File: src/rtl/sm83_pkg.sv
// Shared SM83 bus types plus the OAM DMA constants reused by the DMA engine,
// the PPU and the bus arbiter.
package sm83_pkg;

  typedef logic [15:0] addr_t;
  typedef logic [7:0]  data_t;

  typedef enum logic [1:0] {
    IDLE,
    START,
    XFER
  } dma_state_t;

  localparam addr_t OAM_BASE    = 16'hFE00;
  localparam int    OAM_DMA_LEN = 160;

  // Pages E0-FF are the echo of work RAM, so the DMA reads them from C0-DF.
  function automatic data_t dma_src_page(input data_t page);
    return (page >= 8'hE0) ? data_t'(page - 8'h20) : page;
  endfunction

endpackage

File: src/rtl/oam_dma.sv
// OAM DMA: a write to FF46 copies DMA_LEN bytes from page XX00 to OAM, one byte per
// M-cycle after a one M-cycle setup; a new write restarts it. No backpressure.
module oam_dma
  import sm83_pkg::*;
#(
  parameter int    DMA_LEN   = OAM_DMA_LEN,
  parameter int    MCYC_CLKS = 4,
  parameter addr_t OAM_BASE  = sm83_pkg::OAM_BASE
) (
  input  logic  i_clk,
  input  logic  i_rst,
  input  logic  i_reg_wen,
  input  data_t i_reg_wdata,
  output data_t o_reg_rdata,
  output addr_t o_src_r_addr,
  input  data_t i_src_r_data,
  output logic  o_oam_wen,
  output addr_t o_oam_w_addr,
  output data_t o_oam_w_data,
  output logic  o_busy
);

  localparam int              PH_W     = $clog2(MCYC_CLKS);
  localparam logic [PH_W-1:0] PH_LAST  = PH_W'(MCYC_CLKS - 1);
  localparam logic [7:0]      IDX_LAST = 8'(DMA_LEN - 1);

  dma_state_t      r_state;
  data_t           r_page;
  logic [7:0]      r_idx;
  logic [PH_W-1:0] r_phase;
  data_t           r_reg_rdata;

  dma_state_t      w_state_nxt;
  data_t           w_page_nxt;
  logic [7:0]      w_idx_nxt;
  logic [PH_W-1:0] w_phase_nxt;
  data_t           w_reg_rdata_nxt;
  logic            w_last_ph;
  logic            w_wr;
  data_t           w_eff_page;

  assign w_last_ph  = (r_phase == PH_LAST);
  assign w_wr       = (r_state == XFER) && w_last_ph;
  assign w_eff_page = dma_src_page(r_page);

  always_ff @(posedge i_clk) begin
    if (i_rst) begin
      r_state     <= IDLE;
      r_page      <= '0;
      r_idx       <= '0;
      r_phase     <= '0;
      r_reg_rdata <= 8'hFF;
    end else begin
      r_state     <= w_state_nxt;
      r_page      <= w_page_nxt;
      r_idx       <= w_idx_nxt;
      r_phase     <= w_phase_nxt;
      r_reg_rdata <= w_reg_rdata_nxt;
    end
  end

  always_comb begin
    w_state_nxt     = r_state;
    w_page_nxt      = r_page;
    w_idx_nxt       = r_idx;
    w_phase_nxt     = r_phase;
    w_reg_rdata_nxt = r_reg_rdata;

    case (r_state)
      IDLE: begin
      end
      START: begin
        w_phase_nxt = w_last_ph ? '0 : r_phase + PH_W'(1);
        if (w_last_ph) begin
          w_state_nxt = XFER;
        end
      end
      XFER: begin
        w_phase_nxt = w_last_ph ? '0 : r_phase + PH_W'(1);
        if (w_last_ph) begin
          if (r_idx == IDX_LAST) begin
            w_state_nxt = IDLE;
          end else begin
            w_idx_nxt = r_idx + 8'd1;
          end
        end
      end
      default: begin
        w_state_nxt = IDLE;
      end
    endcase

    // A write in any state (re)starts from the setup M-cycle.
    if (i_reg_wen) begin
      w_page_nxt      = i_reg_wdata;
      w_reg_rdata_nxt = i_reg_wdata;
      w_idx_nxt       = '0;
      w_phase_nxt     = '0;
      w_state_nxt     = START;
    end
  end

  always_comb begin
    o_busy       = (r_state != IDLE);
    o_reg_rdata  = r_reg_rdata;
    o_src_r_addr = (r_state == XFER) ? {w_eff_page, r_idx} : '0;
    o_oam_wen    = w_wr;
    o_oam_w_addr = w_wr ? OAM_BASE + addr_t'(r_idx) : '0;
    o_oam_w_data = w_wr ? i_src_r_data : '0;
  end

endmodule

File: config.mk
export PLATFORM = sky130hd
export DESIGN_NAME = oam_dma
export DESIGN_NICKNAME = d
export VERILOG_FILES = /design/src/rtl/sm83_pkg.sv /design/src/rtl/oam_dma.sv
export SDC_FILE = /design/constraint.sdc
export NUM_CORES = 1
export LEC_CHECK = 0
export CORE_MARGIN = 3
export CORE_UTILIZATION = 42
export CTS_CLUSTER_DIAMETER = 50
export DETAILED_ROUTE_END_ITERATION = 10
export PLACE_DENSITY = 0.8
export RECOVER_POWER = 100
export SLEW_MARGIN = 20
export SYNTH_ARGS = -nofsm -noshare
export SYNTH_HDL_FRONTEND = slang
export SYNTH_SLANG_ARGS = --single-unit
File: constraint.sdc
create_clock -name i_clk -period 1.6 [get_ports i_clk]
set_input_delay 0.16 -clock i_clk [delete_from_list [all_inputs] [get_ports i_clk]]
set_output_delay 0.16 -clock i_clk [all_outputs]
set_load 0.005 [all_outputs]
Word-level counts from Yosys, hierarchy flattened:

Index checks and enable logic that the tools add are counted.
Widths: inputs -> output; s select.

* register bits after elaboration: 28
* input port bits: 19
* output and inout port bits: 50
* logic and storage cells: 42

* add/subtract/negate cells: 4
* magnitude comparators: 1
* equality and inequality tests: 11
* muxes and demuxes: 10
* bitwise operators: 2
* reduce and logical (&&, ||, !) cells: 8

Operators by type and width (number)
* $mux 16: 2
* $mux 8: 2
* $add 10x9->11 const A: 1
* $add 8x1->8 const B: 1
* $eq 8x8->1 const B: 1
* $ge 8x8->1 const B: 1
* $mux 2: 4
* $reduce_and 4->1: 2
* $sub 8x6->8 const B: 1
* $ne 2x2->1 const B: 3
* $ne 3x3->1 const B: 2
* $pmux 2 s3: 1
* $eq 2x2->1 const B: 2
* $reduce_or 2->1: 2
* $ne 3x2->1 const B: 1
* $reduce_and 3->1: 1
* $add 2x1->2 const B: 1
* $eq 2x1->1 const B: 1
* $logic_not 2->1: 1
* $ne 2x1->1 const B: 1
* $not 1->1: 2
* $reduce_bool 2->1: 1
* $logic_and 1x1->1: 1
* $mux 1: 1

Logic depth before layout (Yosys ltp):

Gate-level depths: netlist (run 1).

* depth after elaboration: 5
* gate-level depth with buffers: 6
* mapped depth without buffers: 6

Worst setup path after synthesis (run 1):

Ideal clock, no wire load.

* path type: register to register
* from: register r_state[0]
* to: register r_idx[2]
* library setup time: 116 ps
* data arrival time: 1450 ps
* data required time: 1484 ps
* slack: 33 ps
* cell stages (with the launch flop): 7
* buffers on the path: 0
* period minus slack after synthesis: 1567 ps
* path through: dfxtp_1 inv_1 ha_1 and2_1 a21boi_2 a21oi_1 a31o_2

* longest elaborated chain between the ends: 2

Ends and longest elaborated chain
* start, declared: RTL line oam_dma.sv:27 `dma_state_t r_state;`
* start signal, assigned: RTL line oam_dma.sv:54 `r_state <= w_state_nxt;`
* $eq 2x2->1: RTL line oam_dma.sv:69 `case (r_state)`
* $reduce_and 3->1 (no line)
* end signal, assigned: RTL line oam_dma.sv:56 `r_idx <= w_idx_nxt;`
* end, declared: RTL line oam_dma.sv:29 `logic [7:0] r_idx;`

Every way passes these cells.
A chain may end at the register's enable or synchronous reset.

Worst setup path in the final report (run 1):

* from: register r_state[0]
* to: output port o_busy

* longest elaborated chain between the ends: 1

Ends and longest elaborated chain
* $reduce_bool 2->1: RTL line oam_dma.sv:104 `o_busy = (r_state != IDLE);`
* end, declared: RTL line oam_dma.sv:20 `output logic o_busy`

Every way passes these cells.

==> run_results.csv, run 1 <==
group,metric,value,unit
clocking,cts.reportedPaths.clkPinSlew,100,ps
grt,antenna_found_initial,0,
critical_path,cp_data_required_time,1440,ps
place,dp_hpwl,2.88,mm
place,gp_congestion,0.788,
route,dr.pass1.iters,4,
critical_path,crit_type,"reg2out",
run_status,status,"finished, final reports clean",
critical_path,critPathLaunch,"r_state[0]",
yosys,yosysWarnings,0,
floorplan,dieWidth,67,µm
power,power_frac_comb,0.143,
place,pre_cts_ws,-44.1,ps
route,vias,1529,
yosys,avgSynthCellArea,8.73,µm²
yosys,ys_async_sr_fraction,0,
critical_path,crit_fanout,3,
grt,grt_pass1_wl,6.38,mm
clocking,insertion_delay,280,ps
power,p_leak,1.30,nW
yosys,ys.flop_type,"dfxtp_1",
power,switching_power,0.331,mW
clocking,numCtsBuffers,3,
route,vias_per_cell,5.11,
yosys,synth_largest_area_cell,"dfxtp_1",
timing,fmaxAchievable,628,MHz
power,cellInternalPower,1.19,mW
final_layout,drive_gt1_frac,0.217,
yosys,synth_nets,204,
power,switching_share,0.218,
floorplan,row_count,21,
timing,slew_headroom,0.613,
timing,slew_viol_final,0,
yosys,synth_cells,179,
clocking,root_buffer,"clkbuf_8",
critical_path,crit_slowest_cell,"dfxtp_2",
route,drt-initial-drc-count,62,
min_path,hp-start,"r_page[4]",
yosys,synth_top_area_share,0.359,
clocking,cts_tree,"done",
critical_path,path_cells,"inv_2 > clkbuf_4 > clkbuf_4 > ha_1 > inv_2 > clkdlybuf4s15_1",
timing,setup_violations,0,
power,seqPwrFrac,0.489,
place,place_area,2310,µm²
place,io_buffers,67,
yosys,synth_edf_count,0,
timing,rsz0062_at_grt,"yes",
place,placed_cells,290,
timing,timing.final.crit_share,0.995,
timing,finalHoldViolations,0,
floorplan,fp.dieH,67,µm
power,power,1.52,mW
yosys,synth_area,1560,µm²
final_layout,syn_to_final_growth,56.7,%
route,drc,0,
route,ant_nets,0,
power,peakVddDrop,0.433,mV
yosys,ys_seq_elements,28,
final_layout,final_area,2450,µm²
final_layout,fin_nets,279,
yosys,ys_seq_area_frac,0.359,
clocking,h-tree-depth,1,
critical_path,worstPathArrival,1430,ps
grt,gr-usage-all-layers,0.185,
yosys,netlist-cell-type-count,33,
floorplan,dieArea,4490,µm²
critical_path,max_stage_delay,350,ps
power,clkPwrFrac,0.368,
critical_path,rr_startpoint,"r_state[0]",
grt,grt_max_degree,17,
route,totalWireLength,4.54,mm
critical_path,worst_setup_path_start_kind,"flip-flop",
timing,period_needed,1590,ps
final_layout,diodes,0,
final_layout,nFillCells,296,
clocking,clock_path_buffers,2,
timing,max_slew.worst_pin.slew,581,ps
final_layout,finalNonFillerCells,299,
floorplan,start_util,0.451,
yosys,synthTopCellsByArea,"dfxtp_1, and3_1, mux2i_1",
timing,fin_ws,8.50,ps
route,wl_per_cell,15.2,µm
critical_path,end_kind,"output port",
run,max_cap_violations,0,
grt,grt_remaining_overflow,0,
floorplan,fp.coreArea,3470,µm²
power,p_per_area,621,nW/µm²
timing,skew,1.69,ps
min_path,hp-class,"reg2reg",
clocking,clkSinkCount,28,
grt,first_global_vias,1350,
timing,hold_ws,494,ps
floorplan,io_pins,69,
per-stage QoR:
stage	setup TNS (ps)	utilization
after floorplan	0	-
after global placement	0	0.665
after detailed placement	-262	0.665
after CTS	-2610	0.695
after global routing	-186	0.706
final	0	0.706
state kept, by name (all words and copies together) (netlist names):
signal / flops
o_reg_rdata: 8
r_idx: 8
r_page: 8
r_phase: 2
r_state: 2
path summary, 6_finish.rpt:
kind | end | slack [ps] | cells after the start
min reg2reg | r_page[4] | 490 | 2
max | o_busy | 8 | 6
min | r_page[4] | 490 | 2
max reg2reg | r_idx[4] | 60 | 8
synth_stat cells (all sizes together) (3+ instances only):
master	number
and3	16
a31oi	3
nand3	3
and2	14
clkbuf	7
a211o	8
nor2b	8
nand2	8
nor2	21
a211oi	3
dfxtp	28
inv	8
buf	13
xnor2	5
a21oi	4
mux2i	10
ha	6
logic make-up after synthesis:
| family | share of synthesized area |
|---|---|
| and+or+nand+nor | 0.271 |
| other | 0.00240 |
| buffers and inverters | 0.0961 |
| DFF | 0.359 |
| adders and majority gates | 0.0480 |
| muxes | 0.0641 |
| xor gates and xnor gates | 0.0336 |
| AOI/OAI and AO/OA | 0.126 |
per-layer routing:
| metal | GRT usage | vias up | share of wire |
|---|---|---|---|
| met1 | 0.229 | 716 | 0.42 |
| met5 | 0 | - | 0 |
| met4 | 0.0608 | 0 | 0.020 |
| li1 | - | 743 | - |
| met2 | 0.317 | 59 | 0.48 |
| met3 | 0.0371 | 11 | 0.076 |
what timing repair did:
item	in CTS	in global routing
hold buffers	0	0
endpoints found under the setup margin	46	37
pin swaps	2	1
endpoints found under the hold margin	0	0
buffers inserted	2	2
gates resized for setup	73	40
cloned	1	1
power by group through the flow:
stage,combinational (mW),clock (mW),sequential [mW]
2_1_floorplan,0.0954,0,0.759
3_3_place_gp,0.208,0,0.755
3_5_place_dp,0.211,0,0.757
4_1_cts,0.221,0.570,0.744
5_1_grt,0.237,0.591,0.747
6_report,0.218,0.559,0.743
worst max-delay path, delay by kind of cell, from the launching register on:
| family | cells | cell delay (ps) |
|---|---|---|
| flops | 1 | 350 |
| buf+inv | 5 | 590 |
| fa+ha+maj | 1 | 220 |
layout by cell type (no fill, tap or decap), types with 3 or more instances in the layout:
cell type	synthesis	layout
dfxtp_1	28	24
nor2_1	21	21
clkdlybuf4s50_1	0	17
and3_1	16	15
dlymetal6s2s_1	0	12
buf_4	9	12
and2_1	14	10
mux2i_1	10	10
dlygate4sd2_1	0	10
dlygate4sd3_1	0	9
nand2_1	8	8
nor2b_1	8	8
a211o_1	8	8
inv_1	8	6
clkdlybuf4s15_1	0	6
buf_2	3	6
buf_6	1	6
clkbuf_1	7	6
xnor2_1	5	5
ha_1	6	4
dfxtp_2	0	4
and2_4	0	3
a21oi_1	4	3
nand3_1	3	3
clkbuf_8	0	3
layout make-up:
class / count / area [µm²] / share of cell area
tap: 46 / 57.6 / 0.0235
clock buffer: 3 / 41.3 / 0.0169
clock inverter: 1 / 30.0 / 0.0123
multi-input combinational: 124 / 916 / 0.374
timing repair buffer: 89 / 808 / 0.330
inverter: 8 / 30.0 / 0.0123
sequential: 28 / 566 / 0.231
Note: power is estimated with default switching activity, not from simulation.
==> run 2, diff against run 1 <==
CORE_UTILIZATION = 43   (was 42)
CTS_BUF_LIST = sky130_fd_sc_hd__clkbuf_4   (was unset)
CTS_CLUSTER_DIAMETER = 80   (was 50)
PLACE_DENSITY = 0.82   (was 0.8)
==> run_results.csv, run 2 (synthesis gave the netlist of run 1 again) <==
group,metric,value,unit
place,place_area,2330,µm²
place,pre_cts_ws,-80.2,ps
route,drc,0,
power,p_leak,1.14,nW
timing,slew_viol_final,0,
route,vias,1510,
power,clkPwrFrac,0.327,
critical_path,rrSetupSlack,40,ps
critical_path,crit_fanout,10,
power,power,1.43,mW
final_layout,final_area,2410,µm²
place,dp_hpwl,2.82,mm
route,dr.pass1.iters,4,
grt,antenna_found_initial,0,
floorplan,start_util,0.458,
place,io_buffers,67,
floorplan,io_pins,69,
timing,setup_violations,11,
timing,fin_ws,-32.0,ps
clocking,insertion_delay,330,ps
timing,timing.final.crit_share,1.02,
critical_path,crit_type,"reg2out",
clocking,clock_path_buffers,2,
power,power_frac_comb,0.153,
place,gp_congestion,0.745,
timing,rsz0062_at_grt,"yes",
power,cellInternalPower,1.11,mW
floorplan,fp.dieH,66.3,µm
grt,first_global_vias,1344,
clocking,cts.reportedPaths.clkPinSlew,150,ps
run_status,violations,"setup timing",
route,vias_per_cell,4.93,
min_path,hp-class,"in2reg",
route,drt-initial-drc-count,58,
power,switching_share,0.222,
timing,skew,5.88,ps
clocking,clkSinkCount,28,
grt,grt_pass1_wl,6.24,mm
final_layout,multiInputGateArea,927,µm²
final_layout,seqCellArea,566,µm²
grt,grt_max_degree,19,
power,seqPwrFrac,0.520,
critical_path,worst_setup_path_start_kind,"flip-flop",
route,wl_per_cell,13.9,µm
power,p_per_area,594,nW/µm²
clocking,hold_buffers,0,
clocking,root_buffer,"clkbuf_4",
clocking,numCtsBuffers,3,
grt,gr-usage-all-layers,0.181,
clocking,h-tree-depth,1,
critical_path,end_kind,"output port",
final_layout,final_cell_mix,"clkdlybuf4s50_1, dfxtp_1, clkbuf_2, nor2_1, buf_4",
route,totalWireLength,4.24,mm
final_layout,nFillCells,276,
power,switching_power,0.318,mW
final_layout,diodes,0,
timing,fmaxAchievable,613,MHz
timing,hold_ws,433,ps
final_layout,drive_gt1_frac,0.365,
floorplan,dieWidth,66.3,µm
clocking,cts_tree,"done",
final_layout,syn_to_final_growth,54.2,%
power,peakVddDrop,0.445,mV
critical_path,cp_data_required_time,1440,ps
run,max_cap_violations,0,
final_layout,final_common_cell,"clkdlybuf4s50_1",
floorplan,row_count,21,
timing,slew_headroom,0.642,
floorplan,dieArea,4390,µm²
floorplan,fp.coreArea,3420,µm²
timing,max_slew.worst_pin.slew,536,ps
grt,grt_remaining_overflow,0,
run_status,status,"finished, violations left",
timing,finalHoldViolations,0,
timing,period_needed,1630,ps
route,ant_nets,0,
critical_path,worstPathArrival,1470,ps
final_layout,fin_nets,286,
## run 2: worst paths after layout
| check | startpoint | endpoint | cells after the start |
|---|---|---|---|
| min | i_reg_wdata[0] | o_reg_rdata[0] | 2 |
| max | r_state[0] | o_src_r_addr[15] | 7 |
| max reg2reg | r_state[0] | r_idx[7] | 9 |
| min reg2reg | r_page[3] | r_page[3] | 2 |
## run 2: layer usage
metal	wire, µm	global-route usage	vias to the layer above
li1	-	-	764
met1	1790	0.218	685
met2	2070	0.328	55
met3	315	0.0272	6
met4	70	0.0533	0
met5	0	0	-
## run 2: power groups by stage
stage          logic (mW)  registers (mW)  clock network (mW)
2_1_floorplan      0.0954           0.759                   0
3_5_place_dp        0.209           0.758                   0
6_report            0.219           0.745               0.468
4_1_cts             0.220           0.745               0.479
5_1_grt             0.239           0.749               0.498
3_3_place_gp        0.205           0.757                   0
## run 2: timing repair
action	in CTS	in global routing
pin swaps	1	2
gates cloned	1	0
gates resized for setup	127	41
setup buffers	7	3
endpoints found under the setup margin	45	46
## run 2: through the flow
stage,TNS [ps],instances,util
after floorplan,0,179,-
after global placement,-135,292,0.683
after detailed placement,-999,292,0.683
after CTS,-1590,304,0.720
after global routing,-1550,306,0.705
final,-97.3,306,0.705
## run 2: final cells by class
class / count / area share
clock buffer: 3 / 0.00935
clock inverter: 1 / 0.0125
inverter: 8 / 0.0125
multi-input combinational: 123 / 0.385
sequential: 28 / 0.235
tap: 46 / 0.0239
timing repair buffer: 97 / 0.322
## run 2: worst max-delay path, cell delays in order (launching register included)
cell	delay, ps
dfxtp_2	350
inv_2	70
ha_4	170
buf_12	120
buf_6	100
nand2_1	40
a31oi_1	140
buf_2	150
==> run 3, diff against run 2 <==
SLEW_MARGIN = 30   (was 20)
==> results of run 3 <==
Same layout as run 2: the final DEF is identical, and so are final timing and power.
